## src/rtl/cmsdk_mybusmatrix_in_stg_if.sv

```systemverilog
// Bus-matrix input-stage signal bundle: the slave-side AHB address and response
// signals on the master layer, plus the request/response path to the output stage.
interface cmsdk_mybusmatrix_in_stg_if;
    logic        HSELS;
    logic [31:0] HADDRS;
    logic [1:0]  HTRANSS;
    logic        HWRITES;
    logic [2:0]  HSIZES;
    logic [2:0]  HBURSTS;
    logic [3:0]  HPROTS;
    logic        HMASTLOCKS;
    logic        HREADYS;
    logic        grant;
    logic        dphase_active;
    logic        readyout_m;
    logic [1:0]  resp_m;
    logic        sel_in;
    logic [31:0] addr_in;
    logic [1:0]  trans_in;
    logic        write_in;
    logic [2:0]  size_in;
    logic [2:0]  burst_in;
    logic [3:0]  prot_in;
    logic        mastlock_in;
    logic        HREADYOUTS;
    logic [1:0]  HRESPS;

    // Seen from the input stage itself.
    modport slave (
        input  HSELS, HADDRS, HTRANSS, HWRITES, HSIZES, HBURSTS, HPROTS, HMASTLOCKS,
               HREADYS, grant, dphase_active, readyout_m, resp_m,
        output sel_in, addr_in, trans_in, write_in, size_in, burst_in, prot_in,
               mastlock_in, HREADYOUTS, HRESPS
    );

    // Seen from whatever drives the input stage (master layer plus output stage).
    modport master (
        output HSELS, HADDRS, HTRANSS, HWRITES, HSIZES, HBURSTS, HPROTS, HMASTLOCKS,
               HREADYS, grant, dphase_active, readyout_m, resp_m,
        input  sel_in, addr_in, trans_in, write_in, size_in, burst_in, prot_in,
               mastlock_in, HREADYOUTS, HRESPS
    );
endinterface

```

## src/rtl/cmsdk_mybusmatrix_in_stg.sv

```systemverilog
// Bus-matrix input stage: passes an address phase straight through when granted,
// otherwise holds it and stalls the master until the output arbiter grants it.
module cmsdk_mybusmatrix_in_stg (
    input  logic                        HCLK,
    input  logic                        HRESETn,
    cmsdk_mybusmatrix_in_stg_if.slave   bus
);

    logic        new_tran;
    logic        pend_tran;
    logic        load_hold;
    logic [31:0] addr_p0;
    logic [1:0]  trans_p0;
    logic        write_p0;
    logic [2:0]  size_p0;
    logic [2:0]  burst_p0;
    logic [3:0]  prot_p0;
    logic        mastlock_p0;

    assign new_tran  = bus.HSELS & bus.HTRANSS[1] & bus.HREADYS;
    assign load_hold = new_tran & ~bus.grant & ~pend_tran;

    // Hold-flag: a held phase only leaves via grant; responses never drop it.
    always_ff @(posedge HCLK or negedge HRESETn) begin
        if (!HRESETn) begin
            pend_tran <= 1'b0;
        end else if (pend_tran && bus.grant) begin
            pend_tran <= 1'b0;
        end else if (new_tran && !bus.grant) begin
            pend_tran <= 1'b1;
        end
    end

    // Stage p0: holding registers, frozen for as long as the phase is pending.
    always_ff @(posedge HCLK or negedge HRESETn) begin
        if (!HRESETn) begin
            addr_p0     <= '0;
            trans_p0    <= '0;
            write_p0    <= 1'b0;
            size_p0     <= '0;
            burst_p0    <= '0;
            prot_p0     <= '0;
            mastlock_p0 <= 1'b0;
        end else if (load_hold) begin
            addr_p0     <= bus.HADDRS;
            trans_p0    <= bus.HTRANSS;
            write_p0    <= bus.HWRITES;
            size_p0     <= bus.HSIZES;
            burst_p0    <= bus.HBURSTS;
            prot_p0     <= bus.HPROTS;
            mastlock_p0 <= bus.HMASTLOCKS;
        end
    end

    always_comb begin
        bus.sel_in      = pend_tran | new_tran;
        bus.addr_in     = pend_tran ? addr_p0     : bus.HADDRS;
        bus.trans_in    = pend_tran ? trans_p0    : bus.HTRANSS;
        bus.write_in    = pend_tran ? write_p0    : bus.HWRITES;
        bus.size_in     = pend_tran ? size_p0     : bus.HSIZES;
        bus.burst_in    = pend_tran ? burst_p0    : bus.HBURSTS;
        bus.prot_in     = pend_tran ? prot_p0     : bus.HPROTS;
        bus.mastlock_in = pend_tran ? mastlock_p0 : bus.HMASTLOCKS;
    end

    // An owned data phase reports the output stage; otherwise a pending hold stalls.
    always_comb begin
        bus.HREADYOUTS = 1'b1;
        bus.HRESPS     = 2'b00;
        if (bus.dphase_active) begin
            bus.HREADYOUTS = bus.readyout_m;
            bus.HRESPS     = bus.resp_m;
        end else if (pend_tran) begin
            bus.HREADYOUTS = 1'b0;
        end
    end

endmodule

```

## src/flat_wrapper.sv

```systemverilog
// flat-port wrapper written by rule: the top's interface ports become plain ports
module cmsdk_mybusmatrix_in_stg_flat 
  (HCLK, HRESETn, bus_HSELS, bus_HADDRS, bus_HTRANSS, bus_HWRITES, bus_HSIZES, bus_HBURSTS, bus_HPROTS, bus_HMASTLOCKS, bus_HREADYS, bus_grant, bus_dphase_active, bus_readyout_m, bus_resp_m, bus_sel_in, bus_addr_in, bus_trans_in, bus_write_in, bus_size_in, bus_burst_in, bus_prot_in, bus_mastlock_in, bus_HREADYOUTS, bus_HRESPS);
  cmsdk_mybusmatrix_in_stg_if bus_i ();
  input  logic HCLK;
  input  logic HRESETn;
  input wire logic [$bits(bus_i.HSELS)-1:0] bus_HSELS;
  input wire logic [$bits(bus_i.HADDRS)-1:0] bus_HADDRS;
  input wire logic [$bits(bus_i.HTRANSS)-1:0] bus_HTRANSS;
  input wire logic [$bits(bus_i.HWRITES)-1:0] bus_HWRITES;
  input wire logic [$bits(bus_i.HSIZES)-1:0] bus_HSIZES;
  input wire logic [$bits(bus_i.HBURSTS)-1:0] bus_HBURSTS;
  input wire logic [$bits(bus_i.HPROTS)-1:0] bus_HPROTS;
  input wire logic [$bits(bus_i.HMASTLOCKS)-1:0] bus_HMASTLOCKS;
  input wire logic [$bits(bus_i.HREADYS)-1:0] bus_HREADYS;
  input wire logic [$bits(bus_i.grant)-1:0] bus_grant;
  input wire logic [$bits(bus_i.dphase_active)-1:0] bus_dphase_active;
  input wire logic [$bits(bus_i.readyout_m)-1:0] bus_readyout_m;
  input wire logic [$bits(bus_i.resp_m)-1:0] bus_resp_m;
  output wire logic [$bits(bus_i.sel_in)-1:0] bus_sel_in;
  output wire logic [$bits(bus_i.addr_in)-1:0] bus_addr_in;
  output wire logic [$bits(bus_i.trans_in)-1:0] bus_trans_in;
  output wire logic [$bits(bus_i.write_in)-1:0] bus_write_in;
  output wire logic [$bits(bus_i.size_in)-1:0] bus_size_in;
  output wire logic [$bits(bus_i.burst_in)-1:0] bus_burst_in;
  output wire logic [$bits(bus_i.prot_in)-1:0] bus_prot_in;
  output wire logic [$bits(bus_i.mastlock_in)-1:0] bus_mastlock_in;
  output wire logic [$bits(bus_i.HREADYOUTS)-1:0] bus_HREADYOUTS;
  output wire logic [$bits(bus_i.HRESPS)-1:0] bus_HRESPS;
  assign bus_i.HSELS = bus_HSELS;
  assign bus_i.HADDRS = bus_HADDRS;
  assign bus_i.HTRANSS = bus_HTRANSS;
  assign bus_i.HWRITES = bus_HWRITES;
  assign bus_i.HSIZES = bus_HSIZES;
  assign bus_i.HBURSTS = bus_HBURSTS;
  assign bus_i.HPROTS = bus_HPROTS;
  assign bus_i.HMASTLOCKS = bus_HMASTLOCKS;
  assign bus_i.HREADYS = bus_HREADYS;
  assign bus_i.grant = bus_grant;
  assign bus_i.dphase_active = bus_dphase_active;
  assign bus_i.readyout_m = bus_readyout_m;
  assign bus_i.resp_m = bus_resp_m;
  assign bus_sel_in = bus_i.sel_in;
  assign bus_addr_in = bus_i.addr_in;
  assign bus_trans_in = bus_i.trans_in;
  assign bus_write_in = bus_i.write_in;
  assign bus_size_in = bus_i.size_in;
  assign bus_burst_in = bus_i.burst_in;
  assign bus_prot_in = bus_i.prot_in;
  assign bus_mastlock_in = bus_i.mastlock_in;
  assign bus_HREADYOUTS = bus_i.HREADYOUTS;
  assign bus_HRESPS = bus_i.HRESPS;
  cmsdk_mybusmatrix_in_stg u_core (.HCLK(HCLK), .HRESETn(HRESETn), .bus(bus_i));
endmodule
```

## config.mk

```make
export PLATFORM = sky130hd
export DESIGN_NAME = cmsdk_mybusmatrix_in_stg_flat
export DESIGN_NICKNAME = d
export VERILOG_FILES = /design/src/rtl/cmsdk_mybusmatrix_in_stg_if.sv /design/src/rtl/cmsdk_mybusmatrix_in_stg.sv /design/src/flat_wrapper.sv
export SDC_FILE = /design/constraint.sdc
export NUM_CORES = 1
export LEC_CHECK = 0
export CELL_PAD_IN_SITES_DETAIL_PLACEMENT = 0
export CELL_PAD_IN_SITES_GLOBAL_PLACEMENT = 2
export CORE_UTILIZATION = 41
export CTS_CLUSTER_DIAMETER = 120
export DETAILED_ROUTE_END_ITERATION = 10
export DONT_BUFFER_PORTS = 1
export GPL_TIMING_DRIVEN = 0
export PLACE_DENSITY_LB_ADDON = 0.1
export SETUP_SLACK_MARGIN = 0.5
export SKIP_CTS_REPAIR_TIMING = 1
export SLEW_MARGIN = 30
export SYNTH_ARGS = -nofsm -noshare
export SYNTH_HDL_FRONTEND = slang
export SYNTH_SLANG_ARGS = --single-unit
```

## constraint.sdc

```tcl
create_clock -name HCLK -period 1.6 [get_ports HCLK]
set_input_delay 0 -clock HCLK [delete_from_list [all_inputs] [get_ports HCLK]]
set_output_delay 0 -clock HCLK [all_outputs]
set_load 0.02 [all_outputs]
```

======== After elaboration in Yosys (flattened, before gate mapping) ========
Cells that the tools add are included.
word-level totals
  logic and storage cells ................. 31
  output and inout bits ................... 50
  flip-flop bits (word level) ............. 47
operators by class
  mux-type cells .......................... 12
  reductions and logical operators ........ 4
  bitwise logic cells ..................... 7
operators with widths
  kind                count
  32-bit two-way mux  1
  1-bit two-way mux   6
  3-bit two-way mux   2
  1-bit AND           4
  2-bit two-way mux   2
  4-bit two-way mux   1
  1-bit logical AND   2
  1-bit NOT           2
  2-bit nonzero test  1
  1-bit logical NOT   1
  1-bit OR            1

======== Logic depth before layout (Yosys ltp) ========
Gate-level depths: netlist of run 1.
  depth in word-level cells ............... 5
  depth in mapped cells ................... 5
  gate-level depth less buffers ........... 3

======== Least setup slack after synthesis of run 1 ========
OpenSTA, ideal clock, no wires.
  path kind ............................... reg2reg
  start point ............................. register u_core.pend_tran
  end point ............................... register u_core.addr_p0[0]
  stages on the path, launching flop included .. 5
  slack ................................... 144 ps
  data required time ...................... 1475 ps
  path buffers ............................ 2
  arrival ................................. 1331 ps
  setup time .............................. 125 ps
  path through ............................ dfrtp_1 -> or3_1 -> buf_6 -> buf_6 -> mux2_4
between the ends
  cells in the longest elaborated chain, start to end .. 2
RTL lines
  what                    RTL line                        source
  from (decl)             cmsdk_mybusmatrix_in_stg.sv:10  logic pend_tran;
  from (signal assigned)  cmsdk_mybusmatrix_in_stg.sv:26  pend_tran <= 1'b0;
  from (signal assigned)  cmsdk_mybusmatrix_in_stg.sv:28  pend_tran <= 1'b0;
  from (signal assigned)  cmsdk_mybusmatrix_in_stg.sv:30  pend_tran <= 1'b1;
  1-bit NOT               cmsdk_mybusmatrix_in_stg.sv:21  assign load_hold = new_tran & ~bus.grant & ~pend_tran;
  1-bit AND               cmsdk_mybusmatrix_in_stg.sv:21
  to (signal assigned)    cmsdk_mybusmatrix_in_stg.sv:45  addr_p0 <= bus.HADDRS;
  to (decl)               cmsdk_mybusmatrix_in_stg.sv:12  logic [31:0] addr_p0;
No other way between the ends.
A chain may end at the register's enable or synchronous reset.

======== Worst setup path after layout of run 1 ========
  start point ............................. register u_core.pend_tran
  end point ............................... register u_core.addr_p0[4]
Same word-level chain as after synthesis.

==> flow_results.org, run 1 <==
** Layout
- Count of inserted antenna diode cells :: 0
- The top cell types in the final layout, fill and taps aside, are sky130_fd_sc_hd__mux2_2 (47), sky130_fd_sc_hd__dfrtp_1 (47), sky130_fd_sc_hd__dlygate4sd3_1 (46).
- Summing all multi-input logic gate instances after layout gives 0.00126 sq mm.
- Area delta synth->final :: 33.4%
- The final layout contains approximately 270 nets.
- Fraction of final layout cells with drive strength greater than 1 :: approximately 54%
- Post-layout utilization of the core :: 58.2%
- Summing all flip-flop and latch instances after layout gives 0.00118 sq mm.
- Post-route standard cell area excluding fillers :: 0.00330 sq mm
- Number of inserted filler cells in the final layout :: ~450

** Outcome
- The final reports fail on hold timing.
- Outcome :: complete, but fails checks

** Die
- Width of the chip :: about 80 um
- IO Pins :: ~110
- Initial core utilization :: between 40 and 50%
- The floorplan has 27 rows.
- The region available for standard cell placement spans 0.00568 sq mm.
- The die is ~80 um tall.
- The die covers 0.00636 sq mm.

** Timing
- The number of slew-limit violations in the final report came to 0.
- Post-route clock skew :: 0.00763 ns
- For the pin with the worst max-slew slack, the measured transition is approximately 0.26 ns.
- Top achievable clock speed :: 666 MHz
- Number of setup violations in the final report :: 0
- Worst-case headroom to the max-slew limit :: 82.7%
- After layout, the minimum clock period comes to 1.50 ns.
- The final number of hold-violating endpoints was 47.
- In the finished design, the share of the clock period the worst path needs comes to 93.9%.
- Setup TNS :: 0 ns
- Setup repair after global routing missed its margin :: true
- Hold slack final :: -0.611 ns

** Yosys
- Cell taking the most area after synthesis :: sky130_fd_sc_hd__dfrtp_1
- The cell count after synthesis came out at 157.
- Summing the sequential cell areas from Yosys gives between 40% and 50% of the chip area.
- Summed instance area of the synthesized netlist :: 0.00248 sq mm
- In this run, synthesis produced a sequential element count of 47.
- Synthesized Nets :: 212
- Largest cells by area after synthesis :: sky130_fd_sc_hd__dfrtp_1 (47%), sky130_fd_sc_hd__mux2_2 (24%), sky130_fd_sc_hd__mux2_4 (24%)
- Yosys warning total :: 0
- Per-instance average area after synthesis :: 15.8 sq um
- Counting distinct cell types in the post-synthesis netlist gives 14.
- Post-synth top area share :: 47.5%

** CTS
- The clock tree synthesis step divided the H-tree into 2 levels.
- CTS tree :: done
- At the later pin of the worst-skew pair, clock insertion delay measures 0.29 ns.
- Cell at the root of the clock tree :: sky130_fd_sc_hd__clkbuf_8
- No sink is reached through more buffers than the 2 on the longest clock path.
- In this run, CTS created clock tree buffers numbering 5.
- Clock Sink Count :: between 40 and 50
- After clock tree synthesis, the clock-pin slew on the worst setup and hold paths is ~0.09 ns.

** Power
- For this design the ratio of total power to cell area is 1010 mW/mm^2.
- The analysis attributes to cell leakage a power of 1.53 nW.
- Worst vdd ir :: 0.475 mV

** Detailed routing
- The routed layout has between 1,500 and 2,000 vias.
- Detailed-route DRC error count :: 0
- Number of search-and-repair iterations in the first detailed-routing pass :: 3
- In the final routed layout, each cell accounts on average for ~19 um.
- The detailed router finished its first iteration with 22 violations.
- Final routed wirelength across all metal layers :: 5400 um
- Remaining antenna violation count after routing :: 0
- In the routed layout, each cell is associated on average with a via count of 5.21.

** Global route
- The first global-routing pass estimated 7220 um of wire.
- Antenna violations before repair :: 0
- Largest net degree at the start of global routing :: between 40 and 50
- After global routing the overflow that remains totals 0.
- The number of global-route vias before repair came to 1,368.
- Global routing used 15.2% of the available tracks across all layers.

** Worst hold path
- The min-delay analysis places its worst path in the category in2async.

** Placed design
- The wire-length estimate of the detail-placed layout is ~3300 um.
- Final Wtd Congestion :: 0.748
- Total of buffers placed on input and output ports :: 0
- Once placement finished, the instance area stood at 0.00259 sq mm.

** Critical path
- STA puts the critical path data arrival time at about 1.7 ns.
- STA classifies the critical path startpoint as a register.
- Of all nets on the critical path, the largest fanout is 10.
- At the worst endpoint, the required time is about 1.8 ns.
- The critical path in this run is classified as reg2reg.
- STA classifies the critical path endpoint as a register.

** Job
- Across the run, the number of max-cap violations was 0.
-- layer usage --
layer  global-route usage [%]  vias up  part of all wire [%]
met5                        0        -                     0
met2                     24.4       66                    50
li1                         -      676                     -
met3                     4.34        7                   7.0
met4                     3.75        0                  0.74
met1                     20.0      756                    42
-- cell families (layout without fill, tap and decap cells) --
logic type,count (synthesis),after routing,share of synthesized area [%]
AO/OA/AOI/OAI,1,1,0.202
multiplexers,91,91,47.3
buffers and inverters,10,70,3.18
AND/OR/NAND/NOR,8,8,1.87
flip-flops,47,47,47.5
-- critical path, cell delays in order (launching register included) --
cell                      delay, ns
sky130_fd_sc_hd__dfrtp_1       0.41
sky130_fd_sc_hd__or3_1         0.37
sky130_fd_sc_hd__buf_6         0.16
sky130_fd_sc_hd__buf_12        0.15
sky130_fd_sc_hd__mux2_4        0.30
-- Yosys cell counts --
cell,instances
sky130_fd_sc_hd__mux2_2,52
sky130_fd_sc_hd__dfrtp_1,47
sky130_fd_sc_hd__mux2_4,39
sky130_fd_sc_hd__buf_6,5
sky130_fd_sc_hd__buf_2,3
sky130_fd_sc_hd__and2_1,2
sky130_fd_sc_hd__nand2b_1,2
sky130_fd_sc_hd__buf_1,1
sky130_fd_sc_hd__clkbuf_1,1
sky130_fd_sc_hd__nand2_1,1
sky130_fd_sc_hd__nand3_1,1
sky130_fd_sc_hd__nor2b_1,1
sky130_fd_sc_hd__o21ai_0,1
sky130_fd_sc_hd__or3_1,1
-- layout make-up --
| cell class | instances | area share, % |
|---|---|---|
| clock buffers | 6 | 2.50 |
| plain buffers | 10 | 4.17 |
| well taps | 72 | 2.73 |
| flip-flops and latches | 47 | 35.6 |
| repair buffers | 52 | 15.8 |
| clock inverters | 2 | 1.06 |
| multi-input cells | 100 | 38.1 |
-- flip-flops by register name, indices dropped and copies added, names as in the netlist --
| register | count |
|---|---|
| u_core.trans_p0 | 2 |
| u_core.prot_p0 | 4 |
| u_core.mastlock_p0 | 1 |
| u_core.burst_p0 | 3 |
| u_core.write_p0 | 1 |
| u_core.size_p0 | 3 |
| u_core.addr_p0 | 32 |
| u_core.pend_tran | 1 |
-- final timing paths --
path                            slack (ns)  cells past startpoint               start                 end
worst max register to register         0.1                      4    u_core.pend_tran   u_core.addr_p0[4]
min in group HCLK                     0.07                      1   bus_dphase_active      bus_HREADYOUTS
max in group asynchronous             2.12                      0             HRESETn   u_core.addr_p0[2]
worst min-delay path                 -0.61                      0             HRESETn  u_core.addr_p0[16]
worst min register to register        0.50                      1  u_core.trans_p0[1]  u_core.trans_p0[1]
worst max-delay path                   0.1                      4    u_core.pend_tran   u_core.addr_p0[4]
-- report_power, final --
part	total, W	internal [W]	switching, W
Sequential	0.00158	0.00144	0.000138
Combinational	0.000879	0.000539	0.000340
Clock	0.000890	0.000506	0.000385
-- metrics by stage --
stage / hold WS [ns] / setup slack (ns) / cells / power, W
6_report: -0.611 / 0.0980 / 289 / 0.00335
5_1_grt: -0.641 / 0.0515 / 289 / 0.00353
4_1_cts: -0.625 / -0.0521 / 237 / 0.00325
3_5_place_dp: -0.295 / 0.100 / 229 / 0.00233
3_3_place_gp: -0.294 / 0.106 / 229 / 0.00231
2_1_floorplan: -0.296 / 0.164 / 157 / 0.00223
Power figures use the tool's default switching activity.
==> inputs of run 2 (changes only) <==
- ABC_AREA: default -> 1
- CORE_UTILIZATION: 41 -> 32
==> flow_results.org, run 2 <==
** Die
- The area enclosed by the die boundary is 0.00823 sq mm (+29%).
- Row count :: 31 (+15%)
- Width of the chip :: 90.7 um (+14%)
- IO Pins :: 105 (unchanged)
- Initial core utilization :: 33.8% (-9.8 points)
- The height of the die came to 90.7 um (+14%).
- The area of the core region came to 0.00745 sq mm (+31%).

** Timing
- The number of endpoints failing setup at the final stage was 0 (unchanged).
- The worst-case headroom to the max-slew limit was 80.5% (-2.1 points).
- Setup repair after global routing missed its margin :: true
- The final number of hold-violating endpoints was 47 (unchanged).
- Time the worst path needs with I/O delays and setup :: 1.30 ns (-0.200 ns)
- The worst setup skew after layout is 0.0111 ns (+0.00350 ns).
- The slew at the pin closest to its max-slew limit came to 0.292 ns (+0.0322 ns).
- Hold slack final :: -0.616 ns (-0.00481 ns)
- Portion of the clock cycle consumed by the worst path in the final layout :: 81.4% (-13 points)
- The setup total negative slack came to 0 ns (unchanged).
- Top achievable clock speed :: 768 MHz (+15%)
- Final max-slew violation count :: 0 (unchanged)

** Placed design
- Post-DP HPWL :: 4780 um (+44%)
- Total of buffers placed on input and output ports :: 0 (unchanged)
- Final Wtd Congestion :: 0.729 (-2.6%)
- Instance count after placement with tap cells included :: 457 (+100%)

** Outcome
- The run finished, with violations left.
- The checks that failed: hold timing.

** Yosys
- Top cells by count, synth :: sky130_fd_sc_hd__nand2_1 (231), sky130_fd_sc_hd__dfrtp_1 (47), sky130_fd_sc_hd__nand3_1 (46), sky130_fd_sc_hd__buf_2 (10), sky130_fd_sc_hd__buf_6 (9)
- Among all cell types in the netlist, the one instantiated most often is sky130_fd_sc_hd__nand2_1.
- Proportion of synthesized chip area in sequential cells :: 46.7% (-0.78 points)
- The distinct cell type count after synthesis was 15 (+1).
- The synthesized area divided by synthesized cell count was 7.04 sq um (-55%).
- The total number of yosys warnings was 0 (unchanged).
- Among all flip-flop cells after synthesis, the most frequent one is sky130_fd_sc_hd__dfrtp_1.
- Cells after synthesis :: 358 (+130%)
- Total of flip-flops plus latches after synthesis :: 47 (unchanged)
- The number of synthesized flops with an enable pin was 0 (unchanged).
- The synthesized net count is 413 (+95%).
- sky130_fd_sc_hd__dfrtp_1 takes more of the synthesized area than any other cell.
- The area share of the largest cell type after synthesis was 46.7% (-0.78 points).
- Summed instance area of the synthesized netlist :: 0.00252 sq mm (+1.7%)
- Fraction of registers with async set/reset :: 100% (unchanged)
- By area the synthesized netlist is led by sky130_fd_sc_hd__dfrtp_1 (47%), sky130_fd_sc_hd__nand2_1 (34%), sky130_fd_sc_hd__nand3_1 (9.1%).

** Critical path
- The register-to-register path setup slack came to 0.36 ns (+0.26 ns).
- Required arrival time at the worst endpoint :: 1.60 ns (-0.17 ns)
- Critical Path Source Type :: register
- STA classifies the critical path endpoint as an output port.
- The largest fanout on the critical path came to 6 (-4).
- The setup path with the least slack is of type reg2out.
- Launch point of the worst reg-to-reg path :: u_core.pend_tran
- The path depth of the worst reg2reg path was 6 (+2).
- The data arrival time of the critical path came to 1.30 ns (-0.38 ns).
- Capturing point of the worst reg2reg path :: u_core.addr_p0[29]

** CTS
- TritonCTS built the clock tree.
- The H-tree depth came to 2 (unchanged).
- The cell sitting at the root of the clock tree is a sky130_fd_sc_hd__clkbuf_8.
- Clk slew on worst S/H paths :: 0.09 ns (about the same)
- Clock latency of the later-clocked register in the worst-skew pair :: 0.29 ns (about the same)
- The number of buffers inserted during clock tree synthesis is 5 (unchanged).
- The clock sink count is 47 (unchanged).
- The maximum count of clock buffers along a single path came to 2 (unchanged).

** Detailed routing
- The total vias in the final route came to 2,545 (+69%).
- Remaining antenna violation count after routing :: 0 (unchanged)
- The number of design-rule violations left by the first detailed-router iteration was 100 (+350%).
- The number of remaining DRC errors was 0 (unchanged).
- Routed wire length per instance :: 15.2 um (-19%)
- Final routed wirelength across all metal layers :: 8040 um (+49%)
- Via/cell ratio :: 4.81 (-7.6%)
- Number of search-and-repair iterations in the first detailed-routing pass :: 4 (+1)

** Power
- P per Cell Area :: 823 mW/mm^2 (-19%)
- The highest ir drop seen on vdd came to 0.423 mV (-11%).
- The total leakage power was 1.98 nW (+29%).
- Total internal power :: 0.00218 W (-12%)
- Final Total Pwr :: 0.00331 W (-1.2%)
- The switching power of the nets is 0.00113 W (+31%).
- Part of the total power dissipated in sequential elements :: 48.7% (+1.6 points)
- Sw Ratio :: 34.1% (+8.3 points)
- The proportion of power drawn by combinational gates was 29.9% (+3.6 points).
- Power share of the clock group :: 21.4% (-5.2 points)

** Layout
- The number of flip-flops under the largest register name was 32 (unchanged).
- The share of layout cells above drive strength 1 was 38.6% (-15 points).
- Most flop-heavy register :: u_core.addr_p0
- Final Net Count :: 484 (+79%)
- The post-layout utilization of the core came to 54.0% (-4.3 points).
- Count of inserted antenna diode cells :: 0 (unchanged)
- The area growth from synthesis to layout is 59.6%.
- The final cell count without fillers is 529 (+83%).
- Commonest non-fill, non-tap cell in the layout :: sky130_fd_sc_hd__nand2_1
- Largest registers :: u_core.addr_p0 x32, u_core.prot_p0 x4
- In the layout the commonest cells are sky130_fd_sc_hd__nand2_1 (119), sky130_fd_sc_hd__nand2_2 (89), sky130_fd_sc_hd__dlygate4sd3_1 (49).

** Global route
- The overall routing resource usage is 18.0% (+2.8 points).
- The wire length of the first global-routing pass was 11,600 um (+60%).
- The maximum number of pins on one net before global-route repair was 48 (unchanged).
- Antenna violations before repair :: 0 (unchanged)
- The number of global-route vias before repair was 2,328 (+70%).
- The residual overflow from global routing came to 0 (unchanged).

** Worst hold path
- The tightest min-delay check is of the in2async type.

** Job
- Maxcap violations :: 0 (unchanged)
[run 2: worst max path at each step]
stage / cells after the start / endpoint / start / slack (ns)
final: 5 / bus_addr_in[12] / u_core.pend_tran / 0.30
after global routing: 5 / bus_addr_in[12] / u_core.pend_tran / 0.24
after CTS: 4 / bus_size_in[1] / u_core.pend_tran / -0.0005
after detailed placement: 5 / u_core.addr_p0[16] / u_core.pend_tran / 0.28
after global placement: 5 / u_core.prot_p0[1] / u_core.pend_tran / 0.31
after floorplan: 5 / u_core.addr_p0[26] / u_core.pend_tran / 0.52
[run 2: routing by layer]
| layer | part of all wire (%) | track usage (%) | vias up |
|---|---|---|---|
| met1 | 44 | 22.2 | 1221 |
| met3 | 4.9 | 4.21 | 4 |
| met4 | 0.56 | 5.65 | 0 |
| met2 | 51 | 30.7 | 73 |
| li1 | - | - | 1247 |
| met5 | 0 | 0 | - |
[run 2: worst max-delay path, stage by stage (launching register included)]
cell	delay, ns
sky130_fd_sc_hd__dfrtp_2	0.47
sky130_fd_sc_hd__inv_4	0.11
sky130_fd_sc_hd__buf_12	0.13
sky130_fd_sc_hd__clkbuf_16	0.14
sky130_fd_sc_hd__nand2_2	0.06
sky130_fd_sc_hd__nand2_4	0.09
[run 2: kinds of logic after synthesis]
logic type | after synthesis | synth area share (%)
AND/OR/NAND/NOR | 281 | 45.5
flip-flops | 47 | 46.7
buffers and inverters | 27 | 7.20
AO/OA/AOI/OAI | 3 | 0.596
[run 2: layout make-up]
| cell class | instances | area (sq um) |
|---|---|---|
| tap | 99 | 124 |
| multi-input combinational | 285 | 1620 |
| inverter | 5 | 21.3 |
| buffer | 22 | 254 |
| timing repair buffer | 63 | 746 |
| clock buffer | 7 | 76.3 |
| sequential | 47 | 1180 |
| clock inverter | 1 | 5.00 |
| fill | 749 | 3430 |
[run 2: power by group through the flow]
stage / registers, W / clock network (W) / logic (W)
floorplan: 0.00154 / 0 / 0.000525
global placement: 0.00156 / 0 / 0.000614
detailed placement: 0.00157 / 0 / 0.000621
CTS: 0.00154 / 0.000738 / 0.000622
global route: 0.00164 / 0.000783 / 0.00109
finish: 0.00161 / 0.000708 / 0.000989
[run 2: stage by stage]
step           area (sq um)  worst slack (ns)
2_1_floorplan          2520             0.524
3_3_place_gp           2640             0.307
3_5_place_dp           2640             0.283
4_1_cts                2720         -0.000498
5_1_grt                4020             0.244
6_report               4020             0.298
==> inputs of run 3 (changes only) <==
- clock period: 1.6 -> 1.26 ns (I/O delays scaled with it)
==> flow_results.org, run 3 (synthesis results as in run 2) <==
** CTS
- Clk slew on worst S/H paths :: 0.09 ns (about the same)
- Clock latency of the later-clocked register in the worst-skew pair :: 0.30 ns (about the same)
- CTS tree :: done
- H-tree level count :: 2 (unchanged)
- The clock sink count came to 47 (unchanged).
- The tree is rooted in a sky130_fd_sc_hd__clkbuf_8.
- The number of buffers inserted during clock tree synthesis came to 5 (unchanged).
- The maximum count of clock buffers along a single path is 2 (unchanged).

** Placed design
- Instance count after placement with tap cells included :: 457 (unchanged)
- The HPWL after detailed placement is 4620 um (-3.3%).
- Total of buffers placed on input and output ports :: 0 (unchanged)
- Minimum setup slack after placement :: -0.0113 ns (-0.294 ns)
- Final Wtd Congestion :: 0.675 (-7.4%)

** Global route
- Vias in the first global route :: 2,145 (-7.9%)
- The maximum number of pins on one net before global-route repair is 48 (unchanged).
- Grt ovf :: 0 (unchanged)
- The wire length of the first global-routing pass was 11,100 um (-4.0%).
- The number of antenna violations at the first check in global routing was 0 (unchanged).
- The overall routing resource usage came to 17.2% (-0.78 points).

** Timing
- Portion of the clock cycle consumed by the worst path in the final layout :: 104%
- The worst setup skew after layout came to 0.00535 ns (-0.00579 ns).
- The number of endpoints failing setup at the final stage is 36 (+36).
- The final number of hold-violating endpoints came to 48 (+2.1%).
- Final max-slew violation count :: 0 (unchanged)
- The final critical-path setup slack came to -0.0461 ns (-0.344 ns).
- The slew at the pin closest to its max-slew limit came to 0.419 ns (+0.127 ns).
- Top achievable clock speed :: 766 MHz
- The smallest hold slack was -0.618 ns (-0.00125 ns).
- Setup repair after global routing missed its margin :: true
- The worst-case headroom to the max-slew limit came to 71.9% (-8.6 points).
- The routed design could run at a clock period as short as approximately 1.3 ns.

** Power
- Worst vdd ir :: 0.532 mV (+26%)
- Final Total Pwr :: 0.00430 W (+30%)
- The power per cell area was 1070 mW/mm^2 (+30%).
- The total leakage power was 1.99 nW (+0.11%).

** Die
- Initial core utilization :: 33.8% (unchanged)
- The height of the die came to 90.7 um (unchanged).
- The top-level port count is 105 (unchanged).
- Area enclosed by the die boundary :: 0.00823 sq mm (unchanged)
- The area of the core region is 0.00745 sq mm (unchanged).
- The number of rows created at floorplan was 31 (unchanged).
- Width of the chip :: 90.7 um (unchanged)

** Critical path
- Worst path slowest cell :: sky130_fd_sc_hd__dfrtp_2
- Capturing point of the worst reg2reg path :: u_core.addr_p0[3]
- The setup path with the least slack is of type reg2out.
- Launch point of the worst reg-to-reg path :: u_core.pend_tran
- Reg2reg setup slack :: -0.02 ns (-0.38 ns)
- The data required time at the worst endpoint is 1.26 ns (-0.34 ns).
- The critical path goes through inv_4 > buf_8 > clkbuf_16 > nand2_1 > nand2_2.
- The data arrival time of the critical path was 1.31 ns (about the same).
- Grouping stages by cell kind, the critical path spends the most delay in flip-flops.
- Critical path peak fanout :: 5 (-1)
- The biggest cell delay along the critical path is 0.46 ns (about the same).
- STA classifies the critical path startpoint as a register.
- Critical path buffers and inverters :: 3 (unchanged)
- FF-to-FF path depth :: 6 (unchanged)
- The worst setup path is captured at an output port.

** Layout
- Most flop-heavy register :: u_core.addr_p0
- Leaving out fill and tap cells, the most frequent cell in the layout is sky130_fd_sc_hd__nand2_1.
- The final cell count without fillers is 528 (-0.19%).
- The number of flip-flops under the largest register name came to 32 (unchanged).
- Largest registers :: u_core.addr_p0 x32, u_core.prot_p0 x4
- Area delta synth->final :: 59.8%
- Post-layout utilization of the core :: 54.0% (+0.084 points)
- The antenna diode count is 0 (unchanged).
- The library cells used most frequently in the layout, excluding fill and tap cells, are sky130_fd_sc_hd__nand2_1 (124), sky130_fd_sc_hd__nand2_2 (90), sky130_fd_sc_hd__dlygate4sd3_1 (47).
- Fraction of final layout cells with drive strength greater than 1 :: 39.9% (+1.3 points)
- The net count reported at finish was 483 (-0.21%).

** Detailed routing
- The total vias in the final route is 2,522 (-0.90%).
- Remaining antenna violation count after routing :: 0 (unchanged)
- The total detailed-routing wirelength was 7900 um (-1.7%).
- Detailed-route DRC error count :: 0 (unchanged)
- Number of search-and-repair iterations in the first detailed-routing pass :: 4 (unchanged)
- The mean routed wirelength per cell was 15.0 um (-1.6%).
- DRC marker count from the first detailed-route iteration :: 91 (-9.0%)
- The average vias per placed instance was 4.78 (-0.72%).

** Outcome
- Outcome :: complete, but fails checks
- Violations in the final reports :: hold timing, setup timing

** Worst hold path
- In this run the worst hold path is classified as in2async.

** Job
- Maxcap violations :: 0 (unchanged)
## run 3: worst max path at each step
stage | from | end | cells past startpoint
floorplan | u_core.pend_tran | u_core.addr_p0[26] | 5
global placement | u_core.pend_tran | u_core.addr_p0[23] | 5
detailed placement | u_core.pend_tran | u_core.size_p0[1] | 5
CTS | u_core.pend_tran | bus_addr_in[29] | 4
global route | u_core.pend_tran | bus_addr_in[16] | 5
finish | u_core.pend_tran | bus_addr_in[12] | 5
## run 3: routing by layer
layer,wire (um),up-vias,track usage [%]
li1,-,1252,-
met5,0,-,0
met3,368,5,4.55
met4,60,0,4.03
met1,3710,1195,23.6
met2,3760,70,26.9
## run 3: through the flow
step           cell area (sq um)  TNS, ns
2_1_floorplan               2560        0
3_3_place_gp                2690        0
3_5_place_dp                2690  -0.0907
4_1_cts                     2790   -10.01
5_1_grt                     4030    -4.78
6_report                    4030   -0.568
## run 3: layout make-up
cell class                 instances  area (sq um)
fill                             751          3420
buffer                            22           244
clock buffer                       8           100
inverter                           5          21.3
timing repair buffer              62           746
tap                               99           124
sequential                        47          1180
multi-input combinational        285          1610
## run 3: where the power goes
part	leakage, nW	internal [W]	switching [W]
Combinational	1.35	0.000556	0.000686
Clock	0.0515	0.000502	0.000518
Sequential	0.588	0.00181	0.000231
Total	1.99	0.00287	0.00143
